**src/rtl/hazard_stall_ctrl_pkg.sv**
```systemverilog
// Shared definitions for the hazard stall controller: instruction field slices,
// opcode/register constants, default bubble encoding and stall FSM states.
package hazard_stall_ctrl_pkg;

    localparam logic [7:0] BUBBLE_INST_DEFAULT = 8'h00;
    localparam logic [2:0] OP_ORI              = 3'b111;
    localparam logic [1:0] K1_IDX              = 2'b01;

    typedef enum logic [1:0] {
        RUN    = 2'd0,
        STALL1 = 2'd1,
        STALL2 = 2'd2
    } stall_state_e;

    function automatic logic [1:0] inst_rd(input logic [7:0] inst);
        return inst[7:6];
    endfunction

    function automatic logic [1:0] inst_rs(input logic [7:0] inst);
        return inst[5:4];
    endfunction

    function automatic logic [2:0] inst_op(input logic [7:0] inst);
        return inst[2:0];
    endfunction

endpackage

```
**src/rtl/hazard_stall_ctrl_if.sv**
```systemverilog
// Pipeline-facing signal bundle of the stall controller; the master side feeds
// fetch/comparator results, the slave side is the controller itself.
interface hazard_stall_ctrl_if #(
    parameter int STALL_CNT_W = 16
);
    logic [7:0]             inst_in;
    logic                   inst_in_valid;
    logic                   hazard;
    logic                   flush;
    logic [7:0]             instb;
    logic [7:0]             instm;
    logic [7:0]             instf;
    logic                   valid_b;
    logic                   valid_m;
    logic                   valid_f;
    logic                   pc_we;
    logic                   ir_we;
    logic                   stalled;
    logic [STALL_CNT_W-1:0] stall_count;

    modport master (
        output inst_in, inst_in_valid, hazard, flush,
        input  instb, instm, instf, valid_b, valid_m, valid_f,
        input  pc_we, ir_we, stalled, stall_count
    );

    modport slave (
        input  inst_in, inst_in_valid, hazard, flush,
        output instb, instm, instf, valid_b, valid_m, valid_f,
        output pc_we, ir_we, stalled, stall_count
    );
endinterface

```
**src/rtl/hazard_stall_ctrl_pipe_stage_reg.sv**
```systemverilog
// One pipeline stage: 8-bit instruction plus valid bit.
// Priority: reset, then bubble injection, then load; otherwise the stage holds.
module pipe_stage_reg
    import hazard_stall_ctrl_pkg::*;
#(
    parameter logic [7:0] BUBBLE_INST = BUBBLE_INST_DEFAULT
) (
    input  logic       clock,
    input  logic       reset,
    input  logic       load_i,
    input  logic       bubble_i,
    input  logic [7:0] inst_d_i,
    input  logic       valid_d_i,
    output logic [7:0] inst_o,
    output logic       valid_o
);
    logic [7:0] inst_q;
    logic       valid_q;

    always_ff @(posedge clock) begin
        if (reset || bubble_i) begin
            inst_q  <= BUBBLE_INST;
            valid_q <= 1'b0;
        end else if (load_i) begin
            inst_q  <= inst_d_i;
            valid_q <= valid_d_i;
        end
    end

    assign inst_o  = inst_q;
    assign valid_o = valid_q;
endmodule

```
**src/rtl/hazard_stall_ctrl.sv**
```systemverilog
// B/M/F instruction chain with stall/flush control. Optional saturating stall
// counter is built only when HAZARD_STALL_STATS_EN is defined.
module hazard_stall_ctrl
    import hazard_stall_ctrl_pkg::*;
#(
    parameter logic [7:0] BUBBLE_INST = BUBBLE_INST_DEFAULT,
    parameter int         STALL_CNT_W = 16
) (
    input  logic                clock,
    input  logic                reset,
    hazard_stall_ctrl_if.slave  bus
);
    logic [7:0]   b_inst, m_inst, f_inst;
    logic         b_vld, m_vld, f_vld;
    logic         stall_now;
    stall_state_e state_q, state_d;

    // Reset is folded in so fetch stays enabled while the chain is being cleared.
    assign stall_now = bus.hazard & b_vld & (m_vld | f_vld) & ~bus.flush & ~reset;

    pipe_stage_reg #(.BUBBLE_INST(BUBBLE_INST)) u_stage_b (
        .clock    (clock),
        .reset    (reset),
        .load_i   (~stall_now),
        .bubble_i (bus.flush),
        .inst_d_i (bus.inst_in),
        .valid_d_i(bus.inst_in_valid),
        .inst_o   (b_inst),
        .valid_o  (b_vld)
    );

    pipe_stage_reg #(.BUBBLE_INST(BUBBLE_INST)) u_stage_m (
        .clock    (clock),
        .reset    (reset),
        .load_i   (1'b1),
        .bubble_i (bus.flush | stall_now),
        .inst_d_i (b_inst),
        .valid_d_i(b_vld),
        .inst_o   (m_inst),
        .valid_o  (m_vld)
    );

    pipe_stage_reg #(.BUBBLE_INST(BUBBLE_INST)) u_stage_f (
        .clock    (clock),
        .reset    (reset),
        .load_i   (1'b1),
        .bubble_i (1'b0),
        .inst_d_i (m_inst),
        .valid_d_i(m_vld),
        .inst_o   (f_inst),
        .valid_o  (f_vld)
    );

    always_ff @(posedge clock) begin
        if (reset) state_q <= RUN;
        else       state_q <= state_d;
    end

    always_comb begin
        state_d = RUN;
        if (!bus.flush) begin
            unique case (state_q)
                RUN:     state_d = stall_now ? STALL1 : RUN;
                STALL1:  state_d = stall_now ? STALL2 : RUN;
                default: state_d = RUN;
            endcase
        end
    end

    // Two stalls drain both M and F to bubbles, so a third is impossible.
    assert property (@(posedge clock) disable iff (reset)
        !(state_q == STALL2 && stall_now));

`ifdef HAZARD_STALL_STATS_EN
    logic [STALL_CNT_W-1:0] cnt_q, cnt_d;

    function automatic logic [STALL_CNT_W-1:0] sat_inc(input logic [STALL_CNT_W-1:0] v);
        return (&v) ? v : v + STALL_CNT_W'(1);
    endfunction

    always_comb cnt_d = stall_now ? sat_inc(cnt_q) : cnt_q;

    always_ff @(posedge clock) begin
        if (reset) cnt_q <= '0;
        else       cnt_q <= cnt_d;
    end

    assign bus.stall_count = cnt_q;
`else
    assign bus.stall_count = '0;
`endif

    assign bus.instb   = b_inst;
    assign bus.instm   = m_inst;
    assign bus.instf   = f_inst;
    assign bus.valid_b = b_vld;
    assign bus.valid_m = m_vld;
    assign bus.valid_f = f_vld;
    assign bus.pc_we   = ~stall_now;
    assign bus.ir_we   = ~stall_now;
    assign bus.stalled = (state_q != RUN);
endmodule
```
**src/flat_wrapper.sv**
```systemverilog
// flat-port wrapper written by rule: the top's interface ports become plain ports
module hazard_stall_ctrl_flat import hazard_stall_ctrl_pkg::*;
#(
    parameter logic [7:0] BUBBLE_INST = BUBBLE_INST_DEFAULT,
    parameter int         STALL_CNT_W = 16
)
  (clock, reset, bus_inst_in, bus_inst_in_valid, bus_hazard, bus_flush, bus_instb, bus_instm, bus_instf, bus_valid_b, bus_valid_m, bus_valid_f, bus_pc_we, bus_ir_we, bus_stalled, bus_stall_count);
  hazard_stall_ctrl_if #(.STALL_CNT_W(STALL_CNT_W)) bus_i ();
  input  logic clock;
  input  logic reset;
  input wire logic [$bits(bus_i.inst_in)-1:0] bus_inst_in;
  input wire logic [$bits(bus_i.inst_in_valid)-1:0] bus_inst_in_valid;
  input wire logic [$bits(bus_i.hazard)-1:0] bus_hazard;
  input wire logic [$bits(bus_i.flush)-1:0] bus_flush;
  output wire logic [$bits(bus_i.instb)-1:0] bus_instb;
  output wire logic [$bits(bus_i.instm)-1:0] bus_instm;
  output wire logic [$bits(bus_i.instf)-1:0] bus_instf;
  output wire logic [$bits(bus_i.valid_b)-1:0] bus_valid_b;
  output wire logic [$bits(bus_i.valid_m)-1:0] bus_valid_m;
  output wire logic [$bits(bus_i.valid_f)-1:0] bus_valid_f;
  output wire logic [$bits(bus_i.pc_we)-1:0] bus_pc_we;
  output wire logic [$bits(bus_i.ir_we)-1:0] bus_ir_we;
  output wire logic [$bits(bus_i.stalled)-1:0] bus_stalled;
  output wire logic [$bits(bus_i.stall_count)-1:0] bus_stall_count;
  assign bus_i.inst_in = bus_inst_in;
  assign bus_i.inst_in_valid = bus_inst_in_valid;
  assign bus_i.hazard = bus_hazard;
  assign bus_i.flush = bus_flush;
  assign bus_instb = bus_i.instb;
  assign bus_instm = bus_i.instm;
  assign bus_instf = bus_i.instf;
  assign bus_valid_b = bus_i.valid_b;
  assign bus_valid_m = bus_i.valid_m;
  assign bus_valid_f = bus_i.valid_f;
  assign bus_pc_we = bus_i.pc_we;
  assign bus_ir_we = bus_i.ir_we;
  assign bus_stalled = bus_i.stalled;
  assign bus_stall_count = bus_i.stall_count;
  hazard_stall_ctrl #(.BUBBLE_INST(BUBBLE_INST), .STALL_CNT_W(STALL_CNT_W)) u_core (.clock(clock), .reset(reset), .bus(bus_i));
endmodule
```
**config.mk**
```make
export PLATFORM = sky130hd
export DESIGN_NAME = hazard_stall_ctrl_flat
export DESIGN_NICKNAME = d
export VERILOG_FILES = /design/src/rtl/hazard_stall_ctrl_pkg.sv /design/src/rtl/hazard_stall_ctrl_if.sv /design/src/rtl/hazard_stall_ctrl_pipe_stage_reg.sv /design/src/rtl/hazard_stall_ctrl.sv /design/src/flat_wrapper.sv
export SDC_FILE = /design/constraint.sdc
export NUM_CORES = 1
export LEC_CHECK = 0
export BUFFER_PORTS_ARGS = -buffer_cell sky130_fd_sc_hd__clkbuf_2
export CORE_MARGIN = 3
export CORE_UTILIZATION = 44
export DETAILED_ROUTE_END_ITERATION = 12
export GPL_TIMING_DRIVEN = 0
export PLACE_DENSITY_LB_ADDON = 0.1
export SETUP_SLACK_MARGIN = 0.2
export SYNTH_ARGS = -nofsm -noshare
export SYNTH_HDL_FRONTEND = slang
export SYNTH_SLANG_ARGS = --single-unit
```
**constraint.sdc**
```tcl
create_clock -name clock -period 1.25 [get_ports clock]
set_input_delay 0.1875 -clock clock [delete_from_list [all_inputs] [get_ports clock]]
set_output_delay 0.1875 -clock clock [all_outputs]
set_load 0.005 [all_outputs]
```
## After elaboration in Yosys (flattened, before gate mapping)

Cells that the tools add are included.

| storage, ports and cells | value |
|---|---|
| register bits | 29 |
| input port bits | 13 |
| output and inout bits | 46 |
| word-level logic and storage cells | 25 |

| cells by class | value |
|---|---|
| equal/unequal tests | 1 |
| muxes and demuxes | 3 |
| bitwise operators | 9 |
| reductions and logical operators | 5 |

Operators by type and width:

| kind | number |
|---|---|
| $and 1x1->1 | 4 |
| $pmux 2 s2 | 1 |
| $not 1->1 | 3 |
| $eq 2x1->1 const B | 1 |
| $logic_not 2->1 | 1 |
| $logic_or 1x1->1 | 2 |
| $mux 2 | 1 |
| $or 1x1->1 | 2 |
| $reduce_bool 2->1 | 1 |
| $reduce_or 2->1 | 1 |
| $mux 1 | 1 |

## Longest topological paths before layout

Gate-level depths: netlist of the first run.

| logic depth | value |
|---|---|
| depth in word-level cells | 6 |
| depth in mapped cells | 5 |
| depth with buffers taken out | 2 |

## Modules after synthesis

A second synthesis of the first run with hierarchy kept.

| unflattened totals | value |
|---|---|
| cell total of the unflattened synthesis | 118 |
| area total of the unflattened synthesis | 1238.7 um2 |

Modules (own cells, without submodules):

| module | times used | cells an instance | area an instance (um2) | seq. area each (um2) |
|---|---|---|---|---|
| pipe_stage_reg | 3 | 30 | 329.1 | 180.2 |
| hazard_stall_ctrl | 1 | 28 | 251.5 | 40.0 |

## Worst setup path before layout of the first run

OpenSTA, ideal clock, no wires.

| timing path | value |
|---|---|
| kind | flip-flop to flip-flop |
| start point | register u_core.u_stage_m.valid_q (netlist: u_core.u_stage_m.valid_o) |
| end point | register u_core.u_stage_b.inst_q[0] (netlist: u_core.u_stage_b.inst_o[0]) |
| setup time | 0.121 ns |
| data arrival time | 0.989 ns |
| data required time | 1.129 ns |
| setup slack | 0.140 ns |
| stages on the path, launching flop included | 4 |
| buffers on the path | 1 |
| period minus slack after synthesis | 1.110 ns |
| cells stage by stage | dfxtp_1 o211a_1 buf_6 mux2_4 |

| on the way | value |
|---|---|
| cells in the longest elaborated chain, start to end | 4 |

RTL lines:

| element | RTL line | source |
|---|---|---|
| start, declared | hazard_stall_ctrl_pipe_stage_reg.sv:18 | `logic valid_q;` |
| start signal, assigned | hazard_stall_ctrl_pipe_stage_reg.sv:26 | `valid_q <= valid_d_i;` |
| $or 1x1->1 | hazard_stall_ctrl.sv:19 | `assign stall_now = bus.hazard & b_vld & (m_vld \| f_vld) & ~bus.flush & ~reset;` |
| $and 1x1->1 (3 in series) | hazard_stall_ctrl.sv:19 |  |
| end signal, assigned | hazard_stall_ctrl_pipe_stage_reg.sv:25 | `inst_q <= inst_d_i;` |
| end, declared | hazard_stall_ctrl_pipe_stage_reg.sv:17 | `logic [7:0] inst_q;` |

Every way passes these cells.
A chain may end at the register's enable or synchronous reset.

## Final worst setup path of the first run

| timing path | value |
|---|---|
| start point | register u_core.u_stage_m.valid_q (netlist: u_core.u_stage_m.valid_o) |
| end point | output bus_pc_we |

| on the way | value |
|---|---|
| cells in the longest elaborated chain, start to end | 5 |

RTL lines:

| element | RTL line | source |
|---|---|---|
| $or 1x1->1 | hazard_stall_ctrl.sv:19 |  |
| $and 1x1->1 (3 in series) | hazard_stall_ctrl.sv:19 |  |
| $not 1->1 | n/a |  |
| end, declared | flat_wrapper.sv:21 | `output wire logic [$bits(bus_i.pc_we)-1:0] bus_pc_we;` |

Every way passes these cells.

==> impl_metrics.toml, run 1 <==
[run_status]
status = "finished, violations left"
violations = "setup timing"

[yosys]
ys_seq_area_frac = 0.5000
synth_top_family_by_area = "simple AND/OR/NAND/NOR gates"
synth-xor-area-share = 0
syn-cell-area_mm2 = 0.001161
syn_inst = 104
synth_top_area_cell = "dfxtp_1"
yosysMostFrequentCell = "dfxtp_1"
synth-simple-area-share = 0.2263
postSynthAreaPerCell_um2 = 11.16
muxShareOfSynthArea = 0.1002
synthAdderAreaFrac = 0
yosys_register_bits = 29
synth_warnings = 0
synth.area.top_cells = "dfxtp_1 50%, buf_4 12%, nor3b_1 10%, mux2_4 9.1%, and3_1 4.8%"
synthArstFlopShare = 0
synth_flop_cell = "dfxtp_1"
synth_top_area_share = 0.5000
ys_top_cells_by_count = "29 x dfxtp_1, 19 x buf_4, 16 x nor3b_1"
synth_edf_count = 0
synth_compound_area_frac = 0.02155
synth_cell_type_count = 19

[critical_path]
startpoint_type = "flop"
rr_worst_depth = 5
reg2reg_from = "u_core.u_stage_m.valid_o"
arrival_ps = 1260
rr_endpoint = "u_core.u_stage_b.inst_o[1]"
crit_required_ps = 1060
crit_fanout = 2
cp-end-kind = "output port"
critPathKind = "flop to output port"
rrSetupSlack_ps = -130

[cts]
root_buffer = "clkbuf_4"
clkTransAtPathRegs_ps = 80
tritoncts = "built"
clk_latency_ps = 310
htreeDepth = 2
cts-buffers-inserted = 5
cts.sinks = 29
ctsLongestPathBuffers = 2

[sta]
fin_skew_ps = 5.179
slew_violations = 0
rsz0062_at_grt = "true"
setup_viol = 10
timing.final.crit_share = 1.157
finalSetupTns_ps = -1293
setup_ws_ps = -195.8
fmax_mhz = 691.7
post-route-min-period_ps = 1446
hold_viol_final = 0

[floorplan]
start_util = 0.4918
dieWidth_um = 57.37
dieArea_mm2 = 0.003291
rows = 17
core_area_mm2 = 0.002361
ios = 59
die_h_um = 57.37

[layout]
drive_gt1_frac = 0.5407
finalNonFillerCells = 200
final_area_mm2 = 0.001624
nets = 185
fillCellCount = 201
final_util = 0.6879
diodes = 0
area_delta_synth_final_pct = 39.87

[place]
pre_cts_ws_ps = 31.53
dp_cells = 187
portBuffers = 40
place.gp.congestion = 0.6933
dpl_cell_area_mm2 = 0.001455
hpwl_um = 1667

[min_path]
hold_start = "bus_inst_in_valid"
holdPathEnd = "u_core.u_stage_b.valid_o"
hold_path_depth = 2
hold_class = "input port to flop"

[detailed_routing]
vias = 905
vias_per_cell = 4.525
ant_nets = 0
route.detailed.wl_per_inst_um = 11.66
drt_first_pass_iters = 4
drc = 0
drt_iter0_drc = 13
finalWirelength_um = 2332

[grt]
antenna_found_initial = 0
grt_start_max_net_pins = 11
grt_usage = 0.1552
grt_first_pass_wirelength_um = 3760
overflow = 0
grt_pass1_vias = 880

[pwr]
power_leakage_nw = 0.8553
powerDensity_mw_per_mm2 = 1025
peakVddDrop_mv = 0.7367

[flow_run]
cap_viol_max_count = 0
==> worst max-delay path: stages, from the launching register on <==
cell     delay (ps)
dfxtp_2         330
o211a_1         250
buf_6           140
nand2_4          60
buf_6            80
buf_6            80
==> how the worst max path moves through the flow <==
stage                                  to                     start  slack [ps]
2_1_floorplan  u_core.u_stage_b.inst_o[0]  u_core.u_stage_f.valid_o         150
3_3_place_gp                    bus_pc_we  u_core.u_stage_m.valid_o          60
3_5_place_dp                    bus_pc_we  u_core.u_stage_m.valid_o          30
4_1_cts                         bus_pc_we  u_core.u_stage_m.valid_o        -190
5_1_grt                         bus_pc_we  u_core.u_stage_b.valid_o        -270
6_report                        bus_pc_we  u_core.u_stage_m.valid_o        -200
==> flip-flops by register name (all words and copies together), names as in the netlist <==
name	flops
u_core.u_stage_b.valid_o	1
u_core.u_stage_f.valid_o	1
u_core.u_stage_m.inst_o	8
u_core.u_stage_f.inst_o	8
u_core.state_q	2
u_core.u_stage_m.valid_o	1
u_core.u_stage_b.inst_o	8
==> routing by layer <==
layer	track usage	up-vias	part of all wire
li1	-	453	-
met4	0.1093	0	0.021
met2	0.2597	46	0.49
met1	0.1572	401	0.40
met3	0.05882	5	0.089
met5	0	-	0
==> repair_timing <==
item	4_1_cts	5_1_grt
resized for setup	9	10
setup buffers	4	2
pin swaps	3	0
hold buffers	0	0
endpoints found under the setup margin	20	25
==> cell usage in the layout, fill, tap and decap left out, types with 2 or more instances in the layout <==
master / Yosys / routed
buf_6: 1 / 7
clkbuf_1: 1 / 2
dfxtp_2: 0 / 7
nor2b_1: 9 / 9
clkbuf_4: 0 / 5
conb_1: 1 / 16
buf_4: 19 / 21
mux2_4: 7 / 8
dfxtp_1: 29 / 22
buf_2: 3 / 3
and3_1: 9 / 9
nor3b_1: 16 / 16
clkbuf_2: 0 / 37
==> cell type report <==
type,count,area (um2),area share
buffer,24,176.4,0.1086
clock buffer,7,55.05,0.03390
multi-input combinational,66,484.2,0.2982
sequential,29,589.3,0.3629
tap,28,35.03,0.02157
timing repair buffer,46,284.0,0.1749
==> per-stage QoR <==
| stage | hold slack (ps) | power [mW] |
|---|---|---|
| 2_1_floorplan | 311.3 | 1.083 |
| 3_3_place_gp | 395.5 | 1.128 |
| 3_5_place_dp | 405.6 | 1.132 |
| 4_1_cts | 67.60 | 1.679 |
| 5_1_grt | 65.48 | 1.761 |
| 6_report | 80.30 | 1.665 |
==> report_power, final <==
group | total (mW) | switching (mW) | leakage, nW | internal, mW
registers | 0.955 | 0.0113 | 0.239 | 0.943
logic | 0.165 | 0.0702 | 0.585 | 0.0948
clock network | 0.546 | 0.281 | 0.0314 | 0.265
total | 1.67 | 0.362 | 0.855 | 1.30
==> cells by family after synthesis <==
logic type,after synthesis
multiplexers,8
flip-flops,29
AO/OA/AOI/OAI,3
AND/OR/NAND/NOR,39
other,1
buffers and inverters,24
Power figures use the tool's default switching activity.
==> inputs of run 2 (changes only) <==
Settings changed: SKIP_LAST_GASP from default to 1.
==> impl_metrics.toml, run 2 (synthesis results as in run 1) <==
[critical_path]
startpoint_type = "flop"
rr_worst_depth = 5
cp-end-kind = "output port"
crit_fanout = 3
arrival_ps = 1250
critPathKind = "flop to output port"
crit_required_ps = 1060

[grt]
grt_pass1_vias = 865
grt_first_pass_wirelength_um = 3615
grt_start_max_net_pins = 11
grt_usage = 0.1496
overflow = 0
antenna_found_initial = 0

[floorplan]
rows = 17
start_util = 0.4918
ios = 59
core_area_mm2 = 0.002361
dieWidth_um = 57.37
dieArea_mm2 = 0.003291
die_h_um = 57.37

[sta]
finalSetupTns_ps = -1247
setup_ws_ps = -187.5
slew_violations = 0
hold_viol_final = 0
timing.final.crit_share = 1.150
rsz0062_at_grt = "true"
fin_skew_ps = 9.134
holdWs_ps = 76.71
fmax_mhz = 695.7
post-route-min-period_ps = 1437
setup_viol = 10

[layout]
drive_gt1_frac = 0.5376
diodes = 0
final_util = 0.6815
layout_commonest_cell = "clkbuf_2"
area_delta_synth_final_pct = 38.58
final_area_mm2 = 0.001609
mostFrequentLayoutCells = "39 x clkbuf_2, 23 x buf_4, 22 x dfxtp_1, 16 x nor3b_1, 16 x conb_1"
nets = 186
fillCellCount = 197

[cts]
cts.sinks = 29
cts-buffers-inserted = 5
ctsLongestPathBuffers = 2
clkTransAtPathRegs_ps = 80
root_buffer = "clkbuf_4"
htreeDepth = 2
clk_latency_ps = 320
tritoncts = "built"

[detailed_routing]
ant_nets = 0
drt_first_pass_iters = 4
vias_per_cell = 4.517
drc = 0
finalWirelength_um = 2296
dr_wl_met3_um = 210
top_layer = "met4"
vias = 908
drt_iter0_drc = 7
wl_met1_um = 916
routed-wl-met2_um = 1119
route.detailed.wl_per_inst_um = 11.42

[place]
pre_cts_ws_ps = 31.53
portBuffers = 40
dpl_cell_area_mm2 = 0.001455
hpwl_um = 1667
place.gp.congestion = 0.6933

[pwr]
powerDensity_mw_per_mm2 = 1036
power_leakage_nw = 0.8565
peakVddDrop_mv = 0.7396

[min_path]
hold_path_depth = 2
hold_class = "input port to flop"

[flow_run]
cap_viol_max_count = 0

[run_status]
violations = "setup timing"
status = "finished, violations left"
-- run 2: changes by cell type in the layout (fill, tap and decap cells not counted) --
cell	change
buf_6	-3
nor4_2	-1
nor4_1	+1
clkbuf_2	+2
buf_4	+2
-- run 2: area by class of cell --
| class | count | area (um2) | area share |
|---|---|---|---|
| flip-flops and latches | 29 | 589.3 | 0.3663 |
| multi-input cells | 66 | 478.0 | 0.2970 |
| repair buffers | 47 | 275.3 | 0.1711 |
| plain buffers | 24 | 176.4 | 0.1096 |
| clock buffers | 7 | 55.05 | 0.03421 |
| well taps | 28 | 35.03 | 0.02177 |
-- run 2: where the power goes --
group / switching (mW) / total, mW / internal [mW]
clock network: 0.286 / 0.551 / 0.265
registers: 0.0113 / 0.955 / 0.943
logic: 0.0688 / 0.162 / 0.0934
-- run 2: metrics by stage --
stage / power, mW / cells
6_report: 1.668 / 201
5_1_grt: 1.758 / 201
4_1_cts: 1.678 / 198
3_5_place_dp: 1.132 / 187
3_3_place_gp: 1.128 / 187
2_1_floorplan: 1.083 / 119
-- run 2: routing by layer --
metal | global-route usage | vias up
li1 | - | 457
met1 | 0.1448 | 400
met4 | 0.1093 | 0
met2 | 0.2548 | 46
met5 | 0 | -
met3 | 0.05882 | 5
-- run 2: critical path, cell delays in order, from the launching register on --
cell     delay [ps]
dfxtp_2         330
o211a_1         260
buf_6           130
nand2_4          60
buf_6            80
buf_6            80
-- run 2: final timing paths --
| check | start | endpoint | slack [ps] |
|---|---|---|---|
| max | u_core.u_stage_f.valid_o | bus_pc_we | -190 |
| min | bus_inst_in_valid | u_core.u_stage_b.valid_o | 80 |
| max reg2reg | u_core.u_stage_f.valid_o | u_core.u_stage_b.inst_o[4] | -130 |
| min reg2reg | u_core.u_stage_m.inst_o[5] | u_core.u_stage_f.inst_o[5] | 460 |
-- run 2: repair_timing --
action,in CTS,in global routing
buffers inserted,4,3
hold endpoints to repair,0,0
hold buffers,0,0
setup endpoints to repair,20,25
resized for setup,6,9
pin swaps,3,1
